[config.mk]
export PLATFORM = sky130hd
export DESIGN_NAME = buf_capture_window
export DESIGN_NICKNAME = d
export VERILOG_FILES = /design/src/rtl/buf_capture_window.sv
export SDC_FILE = /design/constraint.sdc
export NUM_CORES = 1
export LEC_CHECK = 0
export ABC_AREA = 1
export BUFFER_PORTS_ARGS = -buffer_cell sky130_fd_sc_hd__buf_2
export CAP_MARGIN = 20
export CORE_ASPECT_RATIO = 0.5
export CORE_UTILIZATION = 50
export DETAILED_ROUTE_END_ITERATION = 7
export GPL_TIMING_DRIVEN = 1
export PLACE_DENSITY_LB_ADDON = 0.15
export SYNTH_ARGS = -nofsm -noshare
export SYNTH_HDL_FRONTEND = slang
export SYNTH_SLANG_ARGS = --single-unit
[constraint.sdc]
create_clock -name aclk -period 14.8 [get_ports aclk]
set_input_delay 2.96 -clock aclk [delete_from_list [all_inputs] [get_ports aclk]]
set_output_delay 2.96 -clock aclk [all_outputs]
set_load 0.005 [all_outputs]
[src/rtl/buf_capture_window.sv]
`default_nettype none
// ============================================================================
// Module      : buf_capture_window
// Description : Capture-window gate for one readout-buffer path. On a capture
//               request it optionally aligns to the next SYSREF rising edge,
//               skips a programmable number of valid beats, then forwards
//               exactly NBEATS input beats with tlast on the final one.
//               Beats outside the window are discarded.
// Revision    : 1.0 - initial release
// ============================================================================
module buf_capture_window #(
   parameter int    NBEATS      = 2048,
   parameter string SYNC_SYSREF = "TRUE"
) (
   input  logic         aclk,
   input  logic         areset,
   input  logic         capture_i,
   input  logic         sysref_i,
   input  logic [15:0]  delay_i,
   input  logic [127:0] s_axis_tdata,
   input  logic         s_axis_tvalid,
   output logic         s_axis_tready,
   output logic [127:0] m_axis_tdata,
   output logic         m_axis_tvalid,
   input  logic         m_axis_tready,
   output logic         m_axis_tlast,
   output logic         busy_o,
   output logic         overflow_o,
   output logic [15:0]  count_o
);

   localparam logic [1:0]  c_st_idle  = 2'd0;
   localparam logic [1:0]  c_st_arm   = 2'd1;
   localparam logic [1:0]  c_st_delay = 2'd2;
   localparam logic [1:0]  c_st_run   = 2'd3;

   localparam bit          c_sync     = (SYNC_SYSREF == "TRUE");
   localparam logic [15:0] c_last_idx = 16'(NBEATS - 1);

   logic [1:0]   r_state;
   logic         r_sysref_q;
   logic [15:0]  r_delay;
   logic [15:0]  r_beat_cnt;
   logic [127:0] r_tdata;
   logic         r_tvalid;
   logic         r_tlast;
   logic         r_overflow;
   logic [15:0]  r_count;

   logic         w_edge;
   logic         w_capture;
   logic         w_delay_done;
   logic         w_run_beat;
   logic         w_final;
   logic         w_accept;
   logic         w_load;
   logic         w_drop;

   // Only the cycle-to-cycle rise of the registered SYSREF level counts as an edge.
   assign w_edge       = sysref_i & ~r_sysref_q;
   assign w_capture    = capture_i & (r_state == c_st_idle);
   assign w_delay_done = (r_beat_cnt == (r_delay - 16'd1));
   assign w_run_beat   = (r_state == c_st_run) & s_axis_tvalid;
   assign w_final      = w_run_beat & (r_beat_cnt == c_last_idx);
   assign w_accept     = r_tvalid & m_axis_tready;
   // A window beat lands in the register if it is empty or draining this cycle;
   // otherwise it is dropped but still consumes a window slot.
   assign w_load       = w_run_beat & (~r_tvalid | m_axis_tready);
   assign w_drop       = w_run_beat & r_tvalid & ~m_axis_tready;

   assign s_axis_tready = 1'b1;
   assign m_axis_tdata  = r_tdata;
   assign m_axis_tvalid = r_tvalid;
   assign m_axis_tlast  = r_tlast;
   assign busy_o        = (r_state != c_st_idle) | r_tvalid;
   assign overflow_o    = r_overflow;
   assign count_o       = r_count;

   // SYSREF history is kept in every state so an edge coincident with capture is not seen later.
   always_ff @(posedge aclk or posedge areset) begin
      if (areset) begin
         r_sysref_q <= 1'b0;
      end else begin
         r_sysref_q <= sysref_i;
      end
   end

   // Window sequencer: alignment, delay skip and beat counting over valid input beats.
   always_ff @(posedge aclk or posedge areset) begin
      if (areset) begin
         r_state    <= c_st_idle;
         r_delay    <= 16'd0;
         r_beat_cnt <= 16'd0;
      end else begin
         case (r_state)
            c_st_idle: begin
               if (capture_i) begin
                  r_delay    <= delay_i;
                  r_beat_cnt <= 16'd0;
                  if (c_sync) begin
                     r_state <= c_st_arm;
                  end else if (delay_i == 16'd0) begin
                     r_state <= c_st_run;
                  end else begin
                     r_state <= c_st_delay;
                  end
               end
            end
            c_st_arm: begin
               if (w_edge) begin
                  r_beat_cnt <= 16'd0;
                  r_state    <= (r_delay == 16'd0) ? c_st_run : c_st_delay;
               end
            end
            c_st_delay: begin
               if (s_axis_tvalid) begin
                  if (w_delay_done) begin
                     r_beat_cnt <= 16'd0;
                     r_state    <= c_st_run;
                  end else begin
                     r_beat_cnt <= r_beat_cnt + 16'd1;
                  end
               end
            end
            c_st_run: begin
               if (s_axis_tvalid) begin
                  if (w_final) begin
                     r_beat_cnt <= 16'd0;
                     r_state    <= c_st_idle;
                  end else begin
                     r_beat_cnt <= r_beat_cnt + 16'd1;
                  end
               end
            end
            default: begin
               r_state <= c_st_idle;
            end
         endcase
      end
   end

   // Single-entry output register; a dropped final beat folds its tlast into the held beat.
   always_ff @(posedge aclk or posedge areset) begin
      if (areset) begin
         r_tdata  <= 128'd0;
         r_tvalid <= 1'b0;
         r_tlast  <= 1'b0;
      end else if (w_load) begin
         r_tdata  <= s_axis_tdata;
         r_tvalid <= 1'b1;
         r_tlast  <= w_final;
      end else begin
         if (w_accept) begin
            r_tvalid <= 1'b0;
            r_tlast  <= 1'b0;
         end
         if (w_drop && w_final) begin
            r_tlast <= 1'b1;
         end
      end
   end

   // Sticky overflow flag and saturating handshake counter, both reset by an accepted capture.
   always_ff @(posedge aclk or posedge areset) begin
      if (areset) begin
         r_overflow <= 1'b0;
         r_count    <= 16'd0;
      end else if (w_capture) begin
         r_overflow <= 1'b0;
         r_count    <= 16'd0;
      end else begin
         if (w_drop) begin
            r_overflow <= 1'b1;
         end
         if (w_accept && (r_count != 16'hFFFF)) begin
            r_count <= r_count + 16'd1;
         end
      end
   end

endmodule
`default_nettype wire

==> metrics list, run 1 <==
- The sequential cells in the finished layout cover a total of between 4000 and 5000 um2.
- Number of enable-type register cells in the synthesized netlist: 0
- The library cells used most frequently in the layout, excluding fill and tap cells, are 297 x sky130_fd_sc_hd__buf_2, 182 x sky130_fd_sc_hd__dfrtp_1, 133 x sky130_fd_sc_hd__nand2_1, 128 x sky130_fd_sc_hd__mux2_2, 64 x sky130_fd_sc_hd__inv_1.
- Pin count of the biggest net entering global routing: 85
- Including well taps, the total number of placed cells is 1241.
* Final Routed Wirelength: 20700 um
- Area of the core region: 15700 um2
- H-tree lvl count: 4
- Final clock period utilization by the worst path: between 30% and 40%
- Global-route wire length before repair: 32700 um
* Share of the synthesized area in the top cell type: 55.5%
* Synth Warn #: 0
- After the first detailed-routing iteration, the DRC count stood at 432.
- The worst setup path is of the primary input to flop kind.
* Kind of start point of the critical path: primary input
- Vias in the first global route: ~6.5k
- Y dimension of the die: 92.6 um
- Cell internal pwr: 1.32 mW
- Part of the total power dissipated in sequential elements: 40.6%
- Port buffering added 297 buffers.
- Synthesized flop and latch total: 182
- Clock-pin slew was measured on the worst setup and hold paths at about 0.070 ns.
- The flow ran to the end, and the final reports show no timing, DRC or antenna violations.
- During I/O placement, the number of pins put on the boundary was 299.
- Number of failing hold endpoints at the final stage: 0
* Area growth from synthesis to final layout: 27.7%
- The clock net in this run drives a total of roughly 180 sinks.
- CTS Buffer Depth: 2
* Number of endpoints failing setup at the final stage: 0
- In this run, CTS created clock tree buffers numbering 17.
- In the post-synthesis netlist, the biggest area contributors are sky130_fd_sc_hd__dfrtp_1 55%, sky130_fd_sc_hd__mux2_2 18%, sky130_fd_sc_hd__nand2_1 6.1%.
- Predominant post-synthesis flop cell: sky130_fd_sc_hd__dfrtp_1
- Of the total power, the share spent switching nets is 35.1%.
- Detailed placement finished with a half-perimeter wire length of 15200 um.
- The total overflow left after global routing is 0.
- Crit path max fanout: 84
- In this run the cell area of the synthesized design comes to just over 8000 um2.
* Clock power share: 22.6%
- Counting I/O delays and the setup requirement, the final critical path takes just under 5 ns.
* Vias post-DR: 6399
- Clock tree root buffer cell: sky130_fd_sc_hd__clkbuf_16
- The analysis attributes to cell leakage a power of approximately 5.4 nW.
* Data required time of the critical path: 15.11 ns
- The floorplan has 32 rows.
- The average instance in the mapped netlist occupies around 11 um2.
- Final number of max-transition violations: 0
- Summing the sequential cell areas from Yosys gives 55.5% of the chip area.
* Share of async-settable or async-resettable flops after synthesis: 100%
* Remaining antenna violation count: 0
- Synthesized net count: ~900
* Tightest slew margin relative to the limit: around a third
- Clock latency on the worst-skew pair, taken at its later pin, is 0.44 ns.
- TritonRoute pass-1 iters: 4
* Endpoint type of the worst setup path: flop
* Switching power: 0.712 mW
- The die is roughly 180 um wide.
* Die Area: 17000 um2
- The number of antenna violations at the first check in global routing is 3.
- Pwr Density: 193 nW/um2
- Synthesis produced a netlist whose cell count is roughly 740.
- Starting Density: a little over half
* Top achievable clock speed: 0.207 GHz
- The post-route netlist has 46.5% of its cells at a drive strength greater than 1.
* Placer congestion estimate: 0.855
- Across the routed clock network, the largest skew measured is ~0.013 ns.
- Across the VDD grid, the largest voltage drop is around 0.11 mV.
- For this run, design rule violations remaining after detail routing come to 0.
- Post-synth cell types: 36
* Setup TNS: 0 ns
* Power share of the combinational group: 36.8%
- Dividing the detail-routed via count by the number of cells gives approximately 5.0.
* Fill count: 1305
- Hold buffer count at cts: 0
* Most common cell after layout, fill and taps aside: sky130_fd_sc_hd__buf_2
* Unrepaired setup endpoints after global routing: false
- In the final routed layout, each cell accounts on average for 16.2 um.
- Worst min-delay path class: flop to flop
* Tightest Pin Transition: 1.02 ns
- After the last flow step, the layout net total stands at 1197.
- In this run, post-CTS repair resized a total of 0 instances.
- Clock tree from TritonCTS: built
* Total area of multi-input combinational cells: 3290 um2
- At the worst endpoint, the arrival time is 5.14 ns.
- The number of setup buffers added after CTS is 0.
- Library cell occupying the most area in the post-synthesis netlist: sky130_fd_sc_hd__dfrtp_1
* Final std cells w/o fill: ~1.3k
* Global-route usage over all layers: between 20% and 30%
- Number of max-cap violations: 0
-- metal layers --
metal	wire length [um]	GRT usage [%]	vias up
met5	0	0	-
met4	521	11.0	0
met3	1270	7.90	37
met2	10900	44.1	168
met1	8030	28.7	3133
li1	-	-	3061
-- cell usage after synthesis (2+ instances only) --
master and n:
sky130_fd_sc_hd__a21oi_1 12, sky130_fd_sc_hd__buf_2 13, sky130_fd_sc_hd__clkbuf_1 8, sky130_fd_sc_hd__clkinv_1 2, sky130_fd_sc_hd__dfrtp_1 182, sky130_fd_sc_hd__ha_1 8, sky130_fd_sc_hd__inv_1 65, sky130_fd_sc_hd__mux2_2 128
sky130_fd_sc_hd__nand2_1 134, sky130_fd_sc_hd__nand2_2 4, sky130_fd_sc_hd__nand2_4 3, sky130_fd_sc_hd__nand3_1 44, sky130_fd_sc_hd__nand3_2 10, sky130_fd_sc_hd__nand4_1 8, sky130_fd_sc_hd__nor2_1 30, sky130_fd_sc_hd__nor2_2 6
sky130_fd_sc_hd__nor2_8 2, sky130_fd_sc_hd__nor3_1 9, sky130_fd_sc_hd__nor4_1 4, sky130_fd_sc_hd__o21a_1 3, sky130_fd_sc_hd__o21ai_0 28, sky130_fd_sc_hd__xnor2_1 7, sky130_fd_sc_hd__xor2_1 21
-- final timing paths --
| check | end | slack [ns] | depth (start not counted) | start |
|---|---|---|---|---|
| worst max-delay path | m_axis_tdata[94] | 9.97 | 6 | m_axis_tready |
| worst min-delay path | m_axis_tdata[32] | 0.50 | 1 | m_axis_tdata[32] |
| worst max register to register | m_axis_tdata[94] | 11.88 | 6 | r_state[0] |
| worst min register to register | m_axis_tdata[32] | 0.50 | 1 | m_axis_tdata[32] |
| max in group asynchronous | m_axis_tdata[46] | 10.24 | 4 | areset |
| min in group asynchronous | count_o[13] | 2.53 | 2 | areset |
-- sequential cells by signal (all words and copies together), names as in the netlist --
register and count:
m_axis_tdata 128, r_delay 16, r_beat_cnt 16, m_axis_tvalid 1, m_axis_tlast 1, count_o 16
overflow_o 1, r_sysref_q 1, r_state 2
-- cell type report --
| type | count | area share [%] |
|---|---|---|
| flip-flops and latches | 182 | 43.4 |
| multi-input cells | 471 | 31.4 |
| repair buffers | 300 | 14.4 |
| clock buffers | 18 | 4.09 |
| well taps | 221 | 2.64 |
| inverters | 67 | 2.45 |
| clock inverters | 14 | 1.55 |
| diodes | 3 | 0.0716 |
-- per-stage QoR --
stage / cell area [um2] / setup WS, ns / hold WS, ns / utilization [%] / power, mW
final: 10500 / 9.97 / 0.499 / 66.7 / 2.03
after global routing: 10500 / 9.81 / 0.509 / 66.7 / 2.16
after CTS: 10500 / 10.0 / 0.503 / 66.6 / 2.05
after detailed placement: 9890 / 9.54 / 0.486 / 62.9 / 1.58
after global placement: 9890 / 9.56 / 0.483 / 62.9 / 1.55
after floorplan: 8210 / 6.90 / 0.486 / - / 1.26
-- cells by family (layout without fill, tap and decap cells) --
kind of cell	Yosys count	after routing	share of synthesized area, %
muxes	128	128	17.6
DFF	182	182	55.5
AOI/OAI and AO/OA	48	48	3.20
buffers and inverters	91	399	4.51
xor gates and xnor gates	28	28	2.99
and+or+nand+nor	258	258	15.0
adders and majority gates	8	8	1.22
other	1	4	0.0457
-- power by group through the flow --
stage,logic (mW),registers (mW),clock network (mW)
floorplan,0.429,0.836,0
global placement,0.730,0.821,0
detailed placement,0.751,0.831,0
CTS,0.755,0.825,0.468
global route,0.824,0.850,0.490
finish,0.746,0.824,0.459
-- critical path, cell delays in order --
cell                      delay (ns)
sky130_fd_sc_hd__buf_2          0.12
sky130_fd_sc_hd__nor2_1         0.13
sky130_fd_sc_hd__inv_1          0.10
sky130_fd_sc_hd__nand2_4        0.45
sky130_fd_sc_hd__buf_4          0.90
sky130_fd_sc_hd__mux2_2         0.43
Note: power is estimated with default switching activity, not from simulation.
==> run 2: changes to the inputs <==
ABC_AREA = 0   (was 1)
CORE_UTILIZATION = 45   (was 50)
clock period = 4.2 ns   (was 14.8 ns; I/O delays follow)
==> metrics list, run 2 <==
- Number of max-cap violations: 0
- After Yosys synthesis, XOR and XNOR cells account for 3.85% of the synthesized area.
* Die Area: 18300 um2
* Global-route wire length before repair: 31400 um
- STA classifies the critical path startpoint as a flop.
- Registers take between 4000 and 5000 um2.
* Core utilization of the finished layout: 61.5%
* Setup skew after layout: 0.0136 ns
- Starting Density: 47.3%
- Predominant post-synthesis flop cell: sky130_fd_sc_hd__dfrtp_1
* Crit path max fanout: 15
* Global-route usage over all layers: 22.6%
- roughly 300 I/O pins were placed.
- After synthesis the cells add up to 7970 um2.
* Share of the synthesized area in the top cell type: 57.2%
- Top achievable clock speed: 0.281 GHz
- Total leakage power: 4.86 nW
* Final clock period utilization by the worst path: 84.8%
* Hold buffer count at cts: 0
* VDD IR-drop max: between 0.3 and 0.4 mV
- Minimum setup slack after placement: 0.682 ns
- Mux cell area share after synthesis: between 20% and 30%
* Clock Pin Slew Worst Setup and Hold Paths: approximately 0.080 ns
* Max FFs per register: ~130
- Worst min-delay path class: primary input to asynchronous set/reset pin
* WL per Instance: 17.5 um
- The synthesized design spends more area on one cell type than any other, namely sky130_fd_sc_hd__dfrtp_1.
- The run finished with clean final reports.
- The via count of the first global-routing pass came to 5957.
* Synth Warn #: 0
* Vias post-DR: 5961
- CTS Sinks: ~180
- Remaining antenna violation count: 0
* # port buffers: approximately 300
* Net count reported at finish: 1067
- Remaining routing DRC violations: 0
- The synthesized netlist devotes 10.6% of its cell area to simple gates.
* Data required time of the critical path: approximately 4.5 ns
* Number of failing hold endpoints at the final stage: 0
- In the final layout, the multi-input gates occupy 3270 um2.
* Number of enable-type register cells in the synthesized netlist: 0
- Most common cell after layout, fill and taps aside: sky130_fd_sc_hd__buf_2
* Count of placed standard cells including taps: 1116
- Post-route setup slack: 0.639 ns
- Synthesized net count: approximately 770
* Antenna violations before repair: 3
- Share of async-settable or async-resettable flops after synthesis: 100%
* Data arrival time of the worst path: 3.87 ns
- Most instantiated cells after synthesis: 182 x sky130_fd_sc_hd__dfrtp_1, 141 x sky130_fd_sc_hd__mux2_2, 35 x sky130_fd_sc_hd__nor2_1
* Final min period: 3.56 ns
- Synthesized flop and latch total: approximately 180
- Start-to-end type of the worst setup path: flop to flop
- For the worst flop-to-flop path, the logic depth is 9.
* Clock insertion delay at the later pin of the skew report: about 0.43 ns
- Count leader, synth: sky130_fd_sc_hd__dfrtp_1
- The first detailed-routing pass took 5 iterations.
- Layout cell share with drive strength beyond 1: between 50% and 60%
- Count of instances resized after the clock tree is built: 0
- HPWL after detailed placement: 14900 um
* Number of CTS-inserted buffers: 17
* Area growth from synthesis to final layout: 29.9%
- After routing, the total negative slack on setup checks comes to 0 ns.
- For this block, the initial DRC count from the detailed router was 311.
- Width of the chip: approximately 190 um
- Tightest slew margin relative to the limit: 39.2%
- After synthesis, the netlist uses 60 different library cells.
* Leading cell types by total area after synthesis: sky130_fd_sc_hd__dfrtp_1 57%, sky130_fd_sc_hd__mux2_2 20%, sky130_fd_sc_hd__xnor2_1 2.5%
- Setup fix buffers added after clock tree synthesis: 0
- By area, the combinational part of the netlist is dominated by multiplexers.
- CTS Buffer Depth: 2
* Endpoint type of the worst setup path: flop
* Unrepaired setup endpoints after global routing: false
- Clock tree root buffer cell: sky130_fd_sc_hd__clkbuf_16
* Placer congestion estimate: 0.899
- Final Routed Wirelength: roughly 20000 um
* Clock tree from TritonCTS: built
- H-tree lvl count: 4
* Number of endpoints failing setup at the final stage: 0
- The top cell types in the final layout, fill and taps aside, are 297 x sky130_fd_sc_hd__buf_2, 182 x sky130_fd_sc_hd__dfrtp_1, 141 x sky130_fd_sc_hd__mux2_2, 34 x sky130_fd_sc_hd__nor2_1, 31 x sky130_fd_sc_hd__nand2_1.
- Sequential elements use about 57% of the synthesized area.
* Pin count of the biggest net entering global routing: 73
- Counting the fill cells in the layout gives 1452.
- Number of standard-cell rows in the floorplan: 33
- Final std cells w/o fill: 1151
- Dividing the detail-routed via count by the number of cells gives 5.18.
* Y dimension of the die: 96.1 um
- Final number of max-transition violations: 0
- Summed over all layers, the global routing overflow is 0.
- Adder and majority gate portion of the synthesized area: about 1.3%
- Synthesis produced between 600 and 700 cells.
- The region available for standard cell placement spans 16800 um2.
- The synthesized netlist devotes 4.74% of its cell area to compound gates.
* Tightest Pin Transition: 0.912 ns
- Dividing the synthesized area by the synthesized cell count gives 13.0 um2.
- Pwr Density: 703 nW/um2
run 2: cell count changes after synthesis, sizes merged, moves of 5 or more:
cell    delta
nand2    -110
inv       -55
nand3     -38
xnor2     +16
mux2      +15
clkbuf    +13
o21ai     -10
or4       +10
buf        -9
xor2       -9
nand2b     +7
or3        +7
and3       +5
and4       +5
run 2: routing by layer:
layer	track usage, %	part of all wire [%]
met5	0	0.065
met4	8.33	1.9
met3	7.44	7.2
met2	38.7	52
met1	27.0	39
run 2: area by class of cell:
| type | instances | area share, % |
|---|---|---|
| multi-input cells | 394 | 31.5 |
| inverters | 10 | 0.399 |
| flip-flops and latches | 182 | 44.0 |
| diodes | 2 | 0.0483 |
| clock inverters | 15 | 1.98 |
| well taps | 227 | 2.74 |
| clock buffers | 17 | 4.11 |
| repair buffers | 304 | 15.2 |
run 2: cells by family (layout without fill, tap and decap cells):
group / count (synthesis) / count (layout)
AO/OA/AOI/OAI: 53 / 53
XOR/XNOR: 35 / 35
adder cells (fa/ha/maj): 8 / 8
buffers and inverters: 38 / 346
flip-flops: 182 / 182
multiplexers: 144 / 144
other: 1 / 3
AND/OR/NAND/NOR: 153 / 153
run 2: final timing paths:
path,from,to,slack [ns]
min in group aclk,m_axis_tdata[106],m_axis_tdata[106],0.50
setup reg to reg,r_delay[0],r_state[1],0.64
hold / removal,areset,m_axis_tdata[16],0.50
setup / recovery,r_delay[0],r_state[1],0.64
max in group asynchronous,areset,m_axis_tdata[45],2.81
hold reg to reg,m_axis_tdata[106],m_axis_tdata[106],0.50
run 2: worst max-delay path, cell delays in order, from the launching register on:
cell and delay (ns):
sky130_fd_sc_hd__dfrtp_1 0.43, sky130_fd_sc_hd__inv_1 0.09, sky130_fd_sc_hd__ha_1 0.31, sky130_fd_sc_hd__nor3b_1 0.48, sky130_fd_sc_hd__nand2_1 0.14, sky130_fd_sc_hd__or4_2 0.66, sky130_fd_sc_hd__a22oi_1 0.31, sky130_fd_sc_hd__nand4_4 0.20
sky130_fd_sc_hd__a21oi_4 0.46, sky130_fd_sc_hd__mux2_4 0.34
run 2: through the flow:
stage	total power, mW	hold slack (ns)	instance area (um2)
6_report	7.27	0.502	10400
5_1_grt	7.74	0.516	10400
4_1_cts	7.34	0.508	10300
3_5_place_dp	5.63	0.489	9700
3_3_place_gp	5.58	0.484	9700
2_1_floorplan	4.51	0.486	7970
run 2: power by group:
group / switching, mW / leakage, nW / internal, mW
sequential: 0.473 / 2.23 / 2.50
combinational: 1.17 / 2.33 / 1.44
clock: 0.814 / 0.306 / 0.873
total: 2.46 / 4.86 / 4.81
==> run 3: changes to the inputs <==
CORE_UTILIZATION = 49   (was 45)
clock period = 3.4 ns   (was 4.2 ns; I/O delays follow)
==> metrics list, run 3 (synthesis gave the netlist of run 2 again) <==
- Setup slack on the worst reg-to-reg path comes out at 0.17 ns.
- The min-delay analysis places its worst path in the category primary input to flop.
- Clock Pin Slew Worst Setup and Hold Paths: roughly 0.080 ns
* Pin count of the biggest net entering global routing: around 130
* Vias per std cell: 5.15
* Tightest Pin Transition: a little under 0.9 ns
- Number of CTS-inserted buffers: 17
* Y dimension of the die: 92.2 um
* Max FFs per register: 128
- Beginning of the worst register-to-register path: r_delay[8]
* Layout cell share with drive strength beyond 1: between 50% and 60%
* Crit path max fanout: 9
* Remaining routing DRC violations: 0
- The via count of the first global-routing pass came to 6239.
* Outcome: finished, final reports clean
- Net count reported at finish: around 1.1k
* Launch instance of the worst min-delay path: sysref_i
* Top achievable clock speed: 0.310 GHz
- Across the VDD grid, the largest voltage drop is 0.469 mV.
- Vias post-DR: 5921
- Counting along the longest clock path gives a buffer depth of 2.
- The initial utilization of the core area, before any placement, comes to 50.9%.
* Clock insertion delay at the later pin of the skew report: 0.43 ns
- Kind of start point of the critical path: flop
* CTS Sinks: 182
- The worst register-to-register path ends at r_beat_cnt[14].
* Endpoint type of the worst setup path: flop
- Leaving out fill and tap cells, the most frequent cell in the layout is sky130_fd_sc_hd__buf_2.
- Final Routed Wirelength: 20000 um
* Tightest slew margin relative to the limit: 42.2%
* R2R cell count: 8
- Area of the core region: approximately 16000 um2
- Number of top-level design ports: 299
* Initial detailed-routing violation count: 322
- The count of endpoints failing hold in the final timing report came to 0.
* Global-route usage over all layers: 24.7%
- Antenna violations before repair: 1
* Number of endpoints failing setup at the final stage: 0
* TritonRoute pass-1 iters: 4
- Detailed placement ended at an HPWL of 14700 um.
* Total leakage power: between 4 and 5 nW
* # port buffers: 297
* Count of placed standard cells including taps: 1117
* Final number of max-transition violations: 0
* Clock tree root buffer cell: sky130_fd_sc_hd__clkbuf_16
* Number of max-cap violations: 0
- Most frequent cells in the layout: 297 x sky130_fd_sc_hd__buf_2, 182 x sky130_fd_sc_hd__dfrtp_1, 141 x sky130_fd_sc_hd__mux2_2, 34 x sky130_fd_sc_hd__nor2_1, 31 x sky130_fd_sc_hd__nand2_1
- Pwr Density: approximately 860 nW/um2
- Setup total negative slack on the finished layout was measured at 0 ns.
- The path with the worst hold slack has its endpoint at r_sysref_q.
- Start-to-end type of the worst setup path: flop to flop
- Remaining antenna violation count: 0
- Final std cells w/o fill: 1150
- In this run the horizontal extent of the chip is 182 um.
* H-tree lvl count: 4
- Routability-driven placement finished with a final weighted congestion of 0.855.
- Number of standard-cell rows in the floorplan: 32
- The die covers 16800 um2.
* Total congestion overflow after global routing: 0
* Hold buffer count at cts: 0
* Global-route wire length before repair: approximately 32000 um
- Data arrives at the worst endpoint at 3.53 ns.
- Worst hold stages: 1
- The area growth from synthesis to layout is 29.9%.
- Across the routed clock network, the largest skew measured is 0.0108 ns.
- Clock tree from TritonCTS: built
- In the final routed layout, each cell accounts on average for 17.4 um.
* Final clock period utilization by the worst path: 95.0%
* Final min period: about 3.2 ns
- Data required time of the critical path: 3.70 ns
- Unrepaired setup endpoints after global routing: false
run 3: how the worst max path moves through the flow:
stage | start | end | slack, ns | cells after the start
6_report | r_delay[8] | r_beat_cnt[14] | 0.17 | 8
3_5_place_dp | r_delay[0] | r_beat_cnt[14] | 0.17 | 10
2_1_floorplan | r_delay[0] | r_state[1] | 0.32 | 10
4_1_cts | r_delay[0] | r_beat_cnt[14] | 0.16 | 10
5_1_grt | r_delay[8] | r_beat_cnt[12] | 0.07 | 8
3_3_place_gp | r_delay[8] | r_state[0] | 0.26 | 7
run 3: critical path, cell delays in order (launching register included):
cell	delay (ns)
sky130_fd_sc_hd__dfrtp_1	0.43
sky130_fd_sc_hd__or4_4	0.58
sky130_fd_sc_hd__or4_4	0.44
sky130_fd_sc_hd__or3_4	0.35
sky130_fd_sc_hd__a2111oi_4	0.43
sky130_fd_sc_hd__nand4_4	0.21
sky130_fd_sc_hd__a21oi_4	0.32
sky130_fd_sc_hd__buf_4	0.22
sky130_fd_sc_hd__o21ai_0	0.11
run 3: repair_timing:
| action | 4_1_cts | 5_1_grt |
|---|---|---|
| endpoints found under the setup margin | 0 | 6 |
| buffers inserted | 0 | 0 |
| gates resized for setup | 0 | 1 |
run 3: power by group:
part	switching [mW]	internal [mW]	total [mW]
Clock	0.958	0.987	1.95
Sequential	0.590	3.09	3.68
Combinational	1.48	1.82	3.31
run 3: cell type report:
class,instances,area [um2]
Antenna cell,1,2.50
Clock buffer,17,425
Clock inverter,15,159
Fill cell,1236,5300
Inverter,10,41.3
Multi-Input combinational cell,394,3270
Sequential cell,182,4550
Tap cell,221,277
Timing Repair Buffer,310,1620
run 3: per-layer routing:
layer,wire (um),global-route usage [%],vias to the layer above
met5,0,0,-
met4,483,9.73,0
met3,1350,7.94,36
met2,10400,44.0,180
met1,7750,27.6,2915
li1,-,-,2790
run 3: per-stage QoR:
stage	total power, mW	utilization, %	setup slack [ns]	instance area (um2)	hold slack [ns]
5_1_grt	9.50	66.1	0.0727	10400	0.355
6_report	8.94	66.1	0.170	10400	0.370
3_5_place_dp	7.04	62.3	0.173	9760	0.490
2_1_floorplan	5.58	-	0.318	7970	0.486
4_1_cts	9.04	66.1	0.158	10300	0.351
3_3_place_gp	6.94	62.3	0.256	9760	0.483
